**src/rtl/uart_pkg.sv**
```systemverilog
// Shared UART constants, FSM state encoding and small helpers.
// Latency: n/a (package only).
// Backpressure: n/a (package only).
//
// Contents:
//   DATA_W            - serial byte width shared by arbiter, transmitter and receiver
//   SEND_PULSE_DEF    - default number of cycles the active-low send strobe is held
//   FRAME_CYCLES_DEF  - default number of cycles reserved for one serial frame
//   state_e           - arbiter FSM state encoding
//   max_int           - helper used to size shared down-counters
package uart_pkg;

    localparam int DATA_W           = 8;
    localparam int SEND_PULSE_DEF   = 2;
    localparam int FRAME_CYCLES_DEF = 110;

    typedef enum logic [1:0] {
        IDLE  = 2'd0,
        PULSE = 2'd1,
        WAIT  = 2'd2
    } state_e;

    function automatic int max_int(input int a, input int b);
        return (a > b) ? a : b;
    endfunction

endpackage

```
**src/rtl/uart_rr_pick.sv**
```systemverilog
// Round-robin pick: first set request after the last winner, wrapping.
// Latency: purely combinational, zero cycles.
// Backpressure: none; the caller decides when the pick is consumed.
//
// Ports:
//   req_i     - per-requester valid bits
//   last_i    - index of the most recent winner (lowest priority this pick)
//   any_o     - at least one request is set
//   winner_o  - index of the chosen requester (0 when any_o is low)
module uart_rr_pick
    import uart_pkg::*;
#(
    parameter int NUM_REQ = 4,
    localparam int ID_W   = $clog2(NUM_REQ)
) (
    input  logic [NUM_REQ-1:0] req_i,
    input  logic [ID_W-1:0]    last_i,
    output logic               any_o,
    output logic [ID_W-1:0]    winner_o
);

    // Index that is k positions after base, modulo NUM_REQ. base < NUM_REQ and
    // k <= NUM_REQ, so a single conditional subtract is enough for any NUM_REQ.
    function automatic logic [ID_W-1:0] rot_idx(input logic [ID_W-1:0] base, input int k);
        int s;
        s = int'(base) + k;
        if (s >= NUM_REQ) begin
            s = s - NUM_REQ;
        end
        return s[ID_W-1:0];
    endfunction

    // Walk the rotation from the farthest position back to the nearest one so
    // the last assignment made is the highest-priority set request. This keeps
    // the loop free of early exits and gives a plain priority mux.
    always_comb begin
        logic [ID_W-1:0] idx;
        any_o    = 1'b0;
        winner_o = '0;
        idx      = '0;
        for (int k = NUM_REQ; k >= 1; k--) begin
            idx = rot_idx(last_i, k);
            if (req_i[idx]) begin
                any_o    = 1'b1;
                winner_o = idx;
            end
        end
    end

endmodule

```
**src/rtl/uart_tx_arbiter.sv**
```systemverilog
// Round-robin share of one uart_transmitter between NUM_REQ byte producers.
// Latency: grant, ack and tx_send low on the first IDLE edge with a request.
// Backpressure: requests are held until ack; none granted while a frame runs.
//
// Ports:
//   clk          - system clock, rising edge
//   rst_n        - asynchronous active-low reset
//   req          - per-requester valid, held until the matching ack
//   req_data     - requester i's byte at [i*DATA_W +: DATA_W]
//   ack          - one-cycle pulse: byte from requester i accepted
//   tx_data      - byte to the transmitter, stable until the next grant
//   tx_send      - active-low send strobe, idles high
//   busy         - high while a frame is in progress (PULSE or WAIT)
//   grant_id     - index of the last granted requester
//   frame_count  - number of frames launched, wraps silently
module uart_tx_arbiter
    import uart_pkg::*;
#(
    parameter int NUM_REQ      = 4,
    parameter int DATA_W       = uart_pkg::DATA_W,
    parameter int SEND_PULSE   = SEND_PULSE_DEF,
    parameter int FRAME_CYCLES = FRAME_CYCLES_DEF,
    parameter int CNT_W        = 16,
    localparam int ID_W        = $clog2(NUM_REQ)
) (
    input  logic                      clk,
    input  logic                      rst_n,
    input  logic [NUM_REQ-1:0]        req,
    input  logic [NUM_REQ*DATA_W-1:0] req_data,
    output logic [NUM_REQ-1:0]        ack,
    output logic [DATA_W-1:0]         tx_data,
    output logic                      tx_send,
    output logic                      busy,
    output logic [ID_W-1:0]           grant_id,
    output logic [CNT_W-1:0]          frame_count
);

    // One down-counter serves both the pulse and the frame wait, so it is
    // sized for whichever reload value is larger.
    localparam int CYC_MAX = max_int(SEND_PULSE, FRAME_CYCLES);
    localparam int CW      = $clog2(CYC_MAX + 1);

    localparam logic [CW-1:0] PULSE_RELOAD = CW'(SEND_PULSE - 1);
    localparam logic [CW-1:0] FRAME_RELOAD = CW'(FRAME_CYCLES - 1);

    state_e                state_q;
    logic [CW-1:0]         cnt_q;
    logic [NUM_REQ-1:0]    ack_q;
    logic [DATA_W-1:0]     tx_data_q;
    logic                  tx_send_q;
    logic                  busy_q;
    logic [ID_W-1:0]       grant_id_q;
    logic [ID_W-1:0]       last_q;
    logic [CNT_W-1:0]      frame_count_q;

    logic [CNT_W-1:0]      frame_count_d;
    logic                  pick_any;
    logic [ID_W-1:0]       pick_idx;
    logic [DATA_W-1:0]     pick_data;
    logic [NUM_REQ-1:0]    pick_onehot;

    uart_rr_pick #(
        .NUM_REQ (NUM_REQ)
    ) u_pick (
        .req_i    (req),
        .last_i   (last_q),
        .any_o    (pick_any),
        .winner_o (pick_idx)
    );

    // Byte lane of the winner; an explicit compare loop avoids a variable
    // part-select whose index width would depend on NUM_REQ.
    always_comb begin
        pick_data = '0;
        for (int i = 0; i < NUM_REQ; i++) begin
            if (ID_W'(i) == pick_idx) begin
                pick_data = req_data[i*DATA_W +: DATA_W];
            end
        end
    end

    assign pick_onehot   = NUM_REQ'(1) << pick_idx;
    assign frame_count_d = frame_count_q + CNT_W'(1);

    // Single FSM block; every output is a register so the transmitter sees
    // glitch-free strobes. The reset branch forces tx_send high immediately,
    // which abandons any frame in flight.
    always_ff @(posedge clk or negedge rst_n) begin
        if (!rst_n) begin
            state_q       <= IDLE;
            cnt_q         <= '0;
            ack_q         <= '0;
            tx_data_q     <= '0;
            tx_send_q     <= 1'b1;
            busy_q        <= 1'b0;
            grant_id_q    <= '0;
            last_q        <= ID_W'(NUM_REQ - 1);
            frame_count_q <= '0;
        end else begin
            // ack is a single-cycle pulse unless a grant re-asserts it below.
            ack_q <= '0;
            case (state_q)
                IDLE: begin
                    tx_send_q <= 1'b1;
                    if (pick_any) begin
                        ack_q         <= pick_onehot;
                        tx_data_q     <= pick_data;
                        tx_send_q     <= 1'b0;
                        grant_id_q    <= pick_idx;
                        last_q        <= pick_idx;
                        frame_count_q <= frame_count_d;
                        busy_q        <= 1'b1;
                        cnt_q         <= PULSE_RELOAD;
                        state_q       <= PULSE;
                    end
                end
                PULSE: begin
                    if (cnt_q == '0) begin
                        tx_send_q <= 1'b1;
                        cnt_q     <= FRAME_RELOAD;
                        state_q   <= WAIT;
                    end else begin
                        cnt_q <= cnt_q - CW'(1);
                    end
                end
                WAIT: begin
                    // Requests are deliberately not sampled here: the first
                    // grant after a frame happens on the edge after busy falls.
                    if (cnt_q == '0) begin
                        busy_q  <= 1'b0;
                        state_q <= IDLE;
                    end else begin
                        cnt_q <= cnt_q - CW'(1);
                    end
                end
                default: begin
                    tx_send_q <= 1'b1;
                    busy_q    <= 1'b0;
                    cnt_q     <= '0;
                    state_q   <= IDLE;
                end
            endcase
        end
    end

    assign ack         = ack_q;
    assign tx_data     = tx_data_q;
    assign tx_send     = tx_send_q;
    assign busy        = busy_q;
    assign grant_id    = grant_id_q;
    assign frame_count = frame_count_q;

endmodule

```
**config.mk**
```make
export PLATFORM = sky130hd
export DESIGN_NAME = uart_tx_arbiter
export DESIGN_NICKNAME = d
export VERILOG_FILES = /design/src/rtl/uart_pkg.sv /design/src/rtl/uart_rr_pick.sv /design/src/rtl/uart_tx_arbiter.sv
export SDC_FILE = /design/constraint.sdc
export NUM_CORES = 1
export LEC_CHECK = 0
export CAP_MARGIN = 10
export CORE_MARGIN = 3
export CORE_UTILIZATION = 47
export CTS_CLUSTER_SIZE = 8
export DETAILED_ROUTE_END_ITERATION = 16
export GPL_ROUTABILITY_DRIVEN = 0
export PLACE_DENSITY = 0.8
export SKIP_CTS_REPAIR_TIMING = 1
export SYNTH_ARGS = -nofsm -noshare
export SYNTH_HDL_FRONTEND = slang
export SYNTH_SLANG_ARGS = --single-unit
```
**constraint.sdc**
```tcl
create_clock -name clk -period 2.15 [get_ports clk]
set_input_delay 0.215 -clock clk [delete_from_list [all_inputs] [get_ports clk]]
set_output_delay 0.215 -clock clk [all_outputs]
set_load 0.1 [all_outputs]
```
==> results of run 1 <==
per-layer routing:
metal	share of wire [%]	routed length [µm]	track usage, %
met3	5.5	296	5.40
met4	1.1	57	4.89
met5	0	0	0
met1	44	2400	25.8
met2	49	2650	31.6
final cells by class:
cell class | instances | area [µm²] | share of cell area, %
Clock inverter | 2 | 12.5 | 0.390
Timing Repair Buffer | 83 | 751 | 23.4
Clock buffer | 6 | 72.6 | 2.26
Multi-Input combinational cell | 163 | 1190 | 37.0
Tap cell | 67 | 83.8 | 2.61
Inverter | 5 | 18.8 | 0.584
Sequential cell | 43 | 1080 | 33.8
report_power, final:
group	internal, mW	total [mW]	switching, mW	leakage [nW]
clock network	0.227	0.500	0.273	0.0412
logic	0.741	2.41	1.67	0.795
registers	1.06	1.28	0.216	0.523
cells by family after synthesis:
kind of cell / after synthesis
fa+ha+maj: 3
simple gates: 85
buf+inv: 16
compound gates: 44
xor+xnor: 20
mux: 11
flops: 43
Yosys cell counts, drive strengths merged (2+ instances only):
| cell | instances | area (µm²) |
|---|---|---|
| nor3b | 4 | 30.0 |
| nand2 | 18 | 67.6 |
| xnor2 | 17 | 149 |
| o21ai | 3 | 15.0 |
| o22ai | 5 | 31.3 |
| o31a | 2 | 17.5 |
| and2 | 2 | 12.5 |
| nand3 | 6 | 30.0 |
| a2111oi | 8 | 120 |
| o32ai | 3 | 26.3 |
| a21oi | 9 | 45.0 |
| nor2 | 23 | 93.8 |
| and2b | 2 | 15.0 |
| a211oi | 8 | 65.1 |
| dfrtp | 40 | 1000 |
| nand2b | 2 | 12.5 |
| xor2 | 3 | 26.3 |
| nor2b | 9 | 56.3 |
| clkbuf | 3 | 11.3 |
| dfstp | 3 | 78.8 |
| a21boi | 2 | 15.0 |
| mux2i | 10 | 100 |
| inv | 5 | 18.8 |
| and4 | 2 | 17.5 |
| ha | 3 | 37.5 |
| nand4 | 4 | 25.0 |
| nor3 | 6 | 52.6 |
| buf | 8 | 67.6 |
path summary, 6_finish.rpt:
path                                        end            start  cells after the start
worst max register to register       tx_data[4]        last_q[1]                      6
max in group asynchronous             last_q[0]            rst_n                      3
worst max-delay path                 tx_data[4]        last_q[1]                      6
worst min register to register  frame_count[15]  frame_count[15]                      1
worst min-delay path            frame_count[15]  frame_count[15]                      1
min in group asynchronous           grant_id[1]            rst_n                      2
worst max-delay path: stages (launching register included):
cell	delay, ps
dfstp_2	620
mux2i_1	250
o22ai_1	120
a21oi_1	120
buf_4	230
and2_1	410
a211oi_1	140
flip-flops by register name (all words and copies together), names as in the netlist:
signal,flops
tx_data,8
grant_id,2
frame_count,16
last_q,2
busy,1
ack,4
cnt_q,7
tx_send,1
state_q,2
stage by stage:
| step | setup slack (ps) | TNS [ps] | util, % | cell area, µm² |
|---|---|---|---|---|
| 2_1_floorplan | 62.4 | 0 | - | 2370 |
| 3_3_place_gp | 81.3 | 0 | 65.1 | 3120 |
| 3_5_place_dp | -11.1 | -21.5 | 65.1 | 3120 |
| 4_1_cts | 150 | 0 | 66.9 | 3200 |
| 5_1_grt | 46.5 | 0 | 67.1 | 3210 |
| 6_report | 118 | 0 | 67.1 | 3210 |
==> results by group, run 1 <==
Yosys
  – Top FF cell, synth: dfrtp_1
  – Syn. warnings: 0
  – Average cell area after synthesis: between 10 and 15 µm²
  – Net Count, Synth: between 200 and 300
  – Synthesized flop and latch total: 43
  – Mapped Cells: 222
  – Register area share after synthesis: between 40% and 50%
  – Post-Synth Simple-Gate Area: 20.5%
  – Library cells used by synthesis: between 40 and 50
  – EDFF count, synth: 0
  – Post-Synth XOR/XNOR Area: roughly 7.4%
  – Ys async rst share: 100%
  – Synthesized cell area: 2370 µm²
  – Post-synthesis compound-gate area fraction: ~16%
  – Main combinational cell family by area after synthesis: simple AND/OR/NAND/NOR gates
  – Mux contribution to synthesized area: 4.71%
  – Post-Synth Adder-Cell Area: ~1.6%

Critical path
  – Endpoint kind of the worst setup timing path: register
  – CP startpoint kind: register
  – Critical path class: register to register
  – Req. time, crit path: roughly 2300 ps
  – Arrival @ worst endpoint: about 2200 ps
  – Reg2reg setup slack: about 120 ps
  – CP Max Fanout: 13

STA
  – Minimum clock period: slightly above 2000 ps
  – Slew @ Worst Pin: about 630 ps
  – Fin Hold WS: approximately 470 ps
  – Fin crit share: a little over nine tenths
  – Hold Fails Final Rpt: 0
  – Unrepaired setup endpoints after global routing: no
  – Skew final: approximately 11 ps
  – Slew headroom: between 50% and 60%
  – Achievable Freq: 492 MHz
  – Final setup violation count: 0
  – Max-slew violation count: 0

Detailed routing
  – Detailed Route WL: roughly 5400 µm
  – Drt pass-1 iters: 4
  – Drt wl/cell: 14.6 µm
  – Vias: 1999
  – First DRT Iteration DRCs: 123
  – Drt drc: 0
  – Via density: about 5.4
  – Routed Antenna Nets: 0

Clock tree
  – Clock Latency Late Sink: between 200 and 300 ps
  – CTS root buf: clkbuf_8
  – Clk sinks: 43
  – H-tree depth: 2
  – Clock slew at reported path FFs: 80 ps
  – Num CTS Buffers: 5
  – Max clock buf depth: 2
  – TritonCTS clock tree: yes

Die
  – Die Span Y: 77.0 µm
  – Core area: approximately 4800 µm²
  – Num ports: 70
  – Die area: roughly 5900 µm²
  – FP Rows: 25
  – Initial Util: approximately half
  – Die X: between 70 and 80 µm

Placed design
  – DP HPWL: roughly 4200 µm
  – Dpl cells: 360
  – IO Port Bufs: approximately 70

Outcome
  – Outcome: finished clean

Global route
  – Gr usage total: between 10% and 20%
  – Number of global-route vias before repair: a little over 2000
  – Initial antenna violation count: 0
  – First-pass GRT wire length: between 9000 and 10000 µm
  – Largest net degree at the start of global routing: 27
  – Total grt overflow: 0

Pwr
  – Leakage power total: around 1.4 nW
  – Power, Total: 4.19 mW
  – Peak supply drop: ~800 µV
  – PwrDens: about 1300 nW/µm²

Final layout
  – FILL cells: around 380
  – Commonest non-fill, non-tap cells in the layout: buf_4 (42), dfrtp_1 (36), clkdlybuf4s50_1 (36), nor2_1 (22), nand2_1 (18)
  – Net count reported at finish: 342
  – Post-Layout Cell Count: 369
  – N_diodes: 0
  – Layout cells sized above 1: ~25%
  – Commonest non-fill, non-tap cell in the layout: buf_4
  – Area Overhead vs Synth: 35.7%

Run
  – Maxcap violations: 0

Hold path
  – Hold Path Class: register to register
Power figures use the tool's default switching activity.
==> run 2, diff against run 1 <==
--- a/config.mk
+++ b/config.mk
@@ -7,11 +7,10 @@
 export LEC_CHECK = 0
 export CAP_MARGIN = 10
 export CORE_MARGIN = 3
-export CORE_UTILIZATION = 47
+export CORE_UTILIZATION = 23
 export CTS_CLUSTER_SIZE = 8
 export DETAILED_ROUTE_END_ITERATION = 16
 export GPL_ROUTABILITY_DRIVEN = 0
-export PLACE_DENSITY = 0.8
 export SKIP_CTS_REPAIR_TIMING = 1
 export SYNTH_ARGS = -nofsm -noshare
 export SYNTH_HDL_FRONTEND = slang
==> run 2 against run 1 <==
Against the previous run: first-iteration DRC count decreased by 15%; critical path depth increased by 1; worst hold slack got worse by 97 ps; via count decreased by 4.2%; core utilization decreased by 34 points; clock-buffer cell count decreased by 1; maximum frequency increased by 0.43%; sequential cell count unchanged; sequential power about the same; final cell count increased by 19%; worst setup slack improved by 8.7 ps.
==> results by group, run 2 (synthesis gave the netlist of run 1 again) <==
Outcome
  – Outcome: finished clean (unchanged)

Pwr
  – Part of the power in combinational logic: 57.7% (was 57.6%)
  – Leakage power total: 1.37 nW (was 1.36 nW)
  – PwrDens: 1270 nW/µm² (was 1300 nW/µm²)
  – Peak supply drop: 649 µV (was 801 µV)
  – Sequential share of power: 29.7% (was 30.5%)
  – Clock power frac: 12.7% (was 11.9%)
  – Cell-internal power: 2.04 mW (was 2.03 mW)
  – Net switching power: 2.20 mW (was 2.16 mW)
  – Switching Fraction: 51.9% (was 51.5%)

Clock tree
  – H-tree depth: 2 (unchanged)
  – Clock Latency Late Sink: 300 ps (was 290 ps)
  – Max clock buf depth: 2 (unchanged)
  – Clock slew at reported path FFs: 90 ps (was 80 ps)
  – TritonCTS clock tree: yes (unchanged)
  – CTS root buf: clkbuf_8 (unchanged)
  – Clk sinks: 43 (unchanged)
  – Num CTS Buffers: 5 (unchanged)

Die
  – Initial Util: 23.9% (was 49.4%)
  – FP Rows: 36 (was 25)
  – Die X: 107 µm (was 77.0 µm)
  – Num ports: 70 (unchanged)
  – Core area: 9910 µm² (was 4790 µm²)
  – Die area: 11500 µm² (was 5920 µm²)
  – Die Span Y: 107 µm (was 77.0 µm)

Detailed routing
  – Drt wl/cell: 13.4 µm (was 14.6 µm)
  – Top sig layer: met4 (unchanged)
  – DR WL met2: 2840 µm (was 2650 µm)
  – First DRT Iteration DRCs: 104 (was 123)
  – Routed Antenna Nets: 0 (unchanged)
  – Drt pass-1 iters: 6 (was 4)
  – Wire length on met1: 2650 µm (was 2400 µm)
  – Detailed Route WL: 5890 µm (was 5400 µm)
  – Wire length on met3: 339 µm (was 296 µm)
  – Via density: 4.36 (was 5.42)
  – Vias: 1915 (was 1999)
  – Drt drc: 0 (unchanged)

Global route
  – First-pass GRT wire length: 9920 µm (was 9340 µm)
  – Largest net degree at the start of global routing: 22 (was 27)
  – Total grt overflow: 0 (unchanged)
  – Number of global-route vias before repair: 1963 (was 2042)
  – Initial antenna violation count: 0 (unchanged)
  – Gr usage total: 10.6% (was 19.5%)

STA
  – Slew @ Worst Pin: 474 ps (was 635 ps)
  – Achievable Freq: 494 MHz (was 492 MHz)
  – Fin Hold WS: 378 ps (was 474 ps)
  – Fin crit share: 94.1% (was 94.5%)
  – Max-slew violation count: 0 (unchanged)
  – Slew headroom: 67.6% (was 57.7%)
  – PnR worst setup slack: 127 ps (was 118 ps)
  – Skew final: 8.52 ps (was 10.6 ps)
  – Hold Fails Final Rpt: 0 (unchanged)
  – Final setup violation count: 0 (unchanged)
  – Unrepaired setup endpoints after global routing: no (unchanged)
  – Minimum clock period: 2020 ps (was 2030 ps)

Final layout
  – Commonest non-fill, non-tap cells in the layout: buf_4 (47), dfrtp_1 (36), clkdlybuf4s50_1 (36), nor2_1 (22), nand2_1 (18) (was buf_4 (42), dfrtp_1 (36), clkdlybuf4s50_1 (36), nor2_1 (22), nand2_1 (18))
  – Commonest non-fill, non-tap cell in the layout: buf_4 (unchanged)
  – Net count reported at finish: 346 (was 342)
  – N_diodes: 0 (unchanged)
  – Largest register FFs: 16 (unchanged)
  – Area Overhead vs Synth: 40.7% (was 35.7%)
  – Layout cells sized above 1: 26.5% (was 24.5%)
  – Post-Layout Cell Count: 439 (was 369)
  – Layout Utilization: 33.6% (was 67.1%)

Critical path
  – Critical path class: register to register (unchanged)
  – Arrival @ worst endpoint: 2190 ps (about the same)
  – CP cell instances: buf_4 -> a21o_1 -> a31oi_4 -> buf_12 -> buf_4 -> a2111oi_0 -> a211oi_1 (was mux2i_1 -> o22ai_1 -> a21oi_1 -> buf_4 -> and2_1 -> a211oi_1)
  – CP most frequent cell: buf_4
  – Req. time, crit path: 2320 ps (was 2310 ps)
  – CP Max Fanout: 20 (was 13)
  – CP peak stage delay: 560 ps (was 620 ps)
  – CP max stage cell: dfstp_2 (unchanged)
  – Endpoint kind of the worst setup timing path: register (unchanged)
  – Buffer and inverter count on the worst path: 3 (was 1)
  – CP startpoint kind: register (unchanged)
  – Delay-heaviest family, CP: compound AO/OA/AOI/OAI gates (was flip-flops)

Hold path
  – Hold Path Class: input pin to async pin (was register to register)

Placed design
  – Worst slack at placement: -643 ps (was -11.1 ps)
  – IO Port Bufs: 69 (unchanged)
  – DP HPWL: 4500 µm (was 4160 µm)
  – Dpl cells: 429 (was 360)

Run
  – Maxcap violations: 0 (unchanged)
## run 2: cell count changes in the layout (fill, tap and decap cells not counted)
cell,change
a21oi_1,-1
inv_6,+1
nor3_1,-1
clkinvlp_4,+1
nor3_2,+1
buf_4,+5
buf_12,-1
clkinv_2,-1
a21oi_2,+1
clkbuf_1,-1
## run 2: path summary, 6_finish.rpt
path | startpoint | endpoint | slack, ps | cells after the start
setup reg to reg | last_q[1] | tx_data[0] | 130 | 7
max in group asynchronous | rst_n | last_q[0] | 1170 | 3
min in group clk | frame_count[15] | frame_count[15] | 480 | 1
hold reg to reg | frame_count[15] | frame_count[15] | 480 | 1
setup / recovery | last_q[1] | tx_data[0] | 130 | 7
hold / removal | rst_n | frame_count[6] | 380 | 2
## run 2: per-layer routing
metal,track usage (%),vias to the layer above
li1,-,966
met1,13.8,906
met2,17.1,39
met3,3.12,4
met4,2.71,0
met5,0,-
## run 2: worst reg2reg max path, cell delays in order, from the launching register on
cell and delay (ps):
dfstp_2 560, buf_4 140, a21o_1 170, a31oi_4 100
buf_12 170, buf_4 170, a2111oi_0 500, a211oi_1 90
## run 2: cell type report
type / count / area [µm²]
Clock buffer: 5 / 68.8
Clock inverter: 3 / 23.8
Fill cell: 1036 / 6580
Inverter: 5 / 18.8
Multi-Input combinational cell: 163 / 1200
Sequential cell: 43 / 1080
Tap cell: 133 / 166
Timing Repair Buffer: 87 / 768
## run 2: power groups by stage
stage / Combinational (mW) / Sequential, mW / Clock [mW]
after CTS: 2.45 / 1.26 / 0.559
after global placement: 2.42 / 1.27 / 0
final: 2.44 / 1.26 / 0.536
after detailed placement: 2.46 / 1.27 / 0
after floorplan: 0.848 / 2.26 / 0
after global routing: 2.64 / 1.30 / 0.598
## run 2: through the flow
step | TNS, ps | power, mW | cell area [µm²]
after CTS | -4770 | 4.27 | 3310
final | 0 | 4.24 | 3330
after detailed placement | -7240 | 3.73 | 3210
after global placement | -6060 | 3.69 | 3210
after floorplan | 0 | 3.10 | 2370
after global routing | 0 | 4.54 | 3330
==> run 3, diff against run 2 <==
--- a/config.mk
+++ b/config.mk
@@ -5,10 +5,10 @@
 export SDC_FILE = /design/constraint.sdc
 export NUM_CORES = 1
 export LEC_CHECK = 0
-export CAP_MARGIN = 10
+export CAP_MARGIN = 25
 export CORE_MARGIN = 3
 export CORE_UTILIZATION = 23
-export CTS_CLUSTER_SIZE = 8
+export CTS_CLUSTER_SIZE = 24
 export DETAILED_ROUTE_END_ITERATION = 16
 export GPL_ROUTABILITY_DRIVEN = 0
 export SKIP_CTS_REPAIR_TIMING = 1
==> run 3 against run 2 <==
Against the previous run: critical path type unchanged; critical path depth is the same; final cell count unchanged; clock skew fell by 4.3 ps; maximum frequency up 0.88%.
==> results by group, run 3 (synthesis gave the netlist of run 1 again) <==
Outcome
  – Outcome: finished clean (unchanged)

Placed design
  – IO Port Bufs: 69 (unchanged)
  – DP HPWL: 4530 µm (was 4500 µm)

Global route
  – Number of global-route vias before repair: 1987 (was 1963)
  – Total grt overflow: 0 (unchanged)
  – First-pass GRT wire length: 9850 µm (was 9920 µm)
  – Initial antenna violation count: 0 (unchanged)
  – Gr usage total: 10.5% (was 10.6%)
  – Largest net degree at the start of global routing: 22 (unchanged)

STA
  – Minimum clock period: 2010 ps (was 2020 ps)
  – Fin crit share: 93.3% (was 94.1%)
  – Slew headroom: 67.6% (about the same)
  – Hold Fails Final Rpt: 0 (unchanged)
  – Unrepaired setup endpoints after global routing: no (unchanged)
  – Achievable Freq: 499 MHz (was 494 MHz)
  – Slew @ Worst Pin: 473 ps (was 474 ps)
  – Total Negative Setup Slacks: 0 ps (unchanged)
  – Final setup violation count: 0 (unchanged)
  – Max-slew violation count: 0 (unchanged)
  – Skew final: 4.24 ps (was 8.52 ps)

Critical path
  – CP startpoint kind: register (unchanged)
  – Critical path class: register to register (unchanged)
  – Reg2reg start: last_q[1] (unchanged)
  – Endpoint kind of the worst setup timing path: register (unchanged)
  – Crit path from: last_q[1] (unchanged)
  – CP Max Fanout: 20 (unchanged)
  – Arrival @ worst endpoint: 2160 ps (was 2190 ps)
  – Req. time, crit path: 2310 ps (was 2320 ps)
  – R2R cell count: 7 (unchanged)

Clock tree
  – TritonCTS clock tree: yes (unchanged)
  – Clock Latency Late Sink: 290 ps (was 300 ps)
  – Max clock buf depth: 2 (unchanged)
  – H-tree depth: 2 (unchanged)
  – CTS root buf: clkbuf_8 (unchanged)
  – Clock slew at reported path FFs: 90 ps (about the same)
  – Num CTS Buffers: 5 (unchanged)
  – Clk sinks: 43 (unchanged)

Final layout
  – Commonest non-fill, non-tap cells in the layout: buf_4 (47), dfrtp_1 (36), clkdlybuf4s50_1 (36), nor2_1 (22), nand2_1 (18) (unchanged)
  – Area Overhead vs Synth: 40.6% (was 40.7%)
  – FILL cells: 1029 (was 1036)
  – Commonest non-fill, non-tap cell in the layout: buf_4 (unchanged)
  – Net count reported at finish: 346 (unchanged)
  – Layout cells sized above 1: 26.5% (unchanged)
  – Largest register FFs: 16 (unchanged)
  – Sequential Area: 1080 µm² (unchanged)
  – N_diodes: 0 (unchanged)
  – Area of the multi-input gates: 1190 µm² (was 1200 µm²)

Detailed routing
  – Drt drc: 0 (unchanged)
  – Vias: 1939 (was 1915)
  – Drt wl/cell: 13.4 µm (about the same)
  – Detailed Route WL: 5900 µm (was 5890 µm)
  – Via density: 4.42 (was 4.36)
  – First DRT Iteration DRCs: 116 (was 104)
  – Routed Antenna Nets: 0 (unchanged)
  – Drt pass-1 iters: 5 (was 6)

Die
  – FP Rows: 36 (unchanged)
  – Num ports: 70 (unchanged)
  – Die area: 11500 µm² (unchanged)
  – Core area: 9910 µm² (unchanged)
  – Die X: 107 µm (unchanged)
  – Die Span Y: 107 µm (unchanged)
  – Initial Util: 23.9% (unchanged)

Pwr
  – Cell-internal power: 2.04 mW (about the same)
  – Clock power frac: 12.4% (was 12.7%)
  – Leakage power total: 1.37 nW (about the same)
  – PwrDens: 1270 nW/µm² (about the same)
  – Peak supply drop: 641 µV (was 649 µV)
  – Net switching power: 2.20 mW (about the same)
  – Power, Total: 4.23 mW (was 4.24 mW)
  – Sequential share of power: 29.8% (was 29.7%)
  – Part of the power in combinational logic: 57.8% (was 57.7%)
  – Switching Fraction: 51.9% (about the same)

Run
  – Maxcap violations: 0 (unchanged)

Hold path
  – Hold Path Class: input pin to async pin (unchanged)
[run 3: changes by cell type in the layout (fill, tap and decap cells not counted)]
cell / delta
a21oi_1: +1
a21oi_2: -1
and2_1: -1
and2_2: +1
[run 3: final cells by class]
cell class | count | share of cell area [%]
clock buffers | 5 | 2.07
clock inverters | 3 | 0.715
inverters | 5 | 0.564
multi-input cells | 163 | 35.9
flip-flops and latches | 43 | 32.6
well taps | 133 | 5.00
repair buffers | 87 | 23.1
[run 3: critical path, stage by stage (launching register included)]
cell and delay [ps]:
dfstp_2 550, buf_4 140, a21o_1 160, a31oi_4 100, buf_12 170, buf_4 160, a2111oi_0 490, a211oi_1 110
[run 3: worst paths after layout]
kind / endpoint / slack, ps
worst min-delay path: frame_count[5] / 380
max in group asynchronous: last_q[1] / 1170
worst max-delay path: tx_data[7] / 140
worst min register to register: frame_count[15] / 480
min in group clk: frame_count[15] / 480
worst max register to register: tx_data[7] / 140
[run 3: stage by stage]
stage | cell area [µm²] | hold WS [ps] | util [%] | worst slack [ps] | cells
after floorplan | 2370 | -80.6 | - | 62.4 | 222
after global placement | 3210 | 196 | 32.4 | -543 | 429
after CTS | 3310 | -143 | 33.4 | 63.5 | 438
final | 3330 | 379 | 33.6 | 145 | 439
after global routing | 3330 | 409 | 33.6 | 39.8 | 439
after detailed placement | 3220 | 188 | 32.5 | -104 | 430
[run 3: routing by layer]
metal | GRT usage, % | vias up | wire [µm]
li1 | - | 959 | -
met4 | 2.98 | 0 | 65
met3 | 2.34 | 4 | 294
met1 | 13.8 | 929 | 2630
met2 | 17.5 | 47 | 2910
met5 | 0 | - | 0
[run 3: power groups by stage]
stage / combinational, mW / sequential, mW / clock, mW
6_report: 2.45 / 1.26 / 0.527
2_1_floorplan: 0.848 / 2.26 / 0
5_1_grt: 2.62 / 1.30 / 0.593
4_1_cts: 2.47 / 1.26 / 0.556
3_5_place_dp: 2.47 / 1.28 / 0
3_3_place_gp: 2.42 / 1.27 / 0
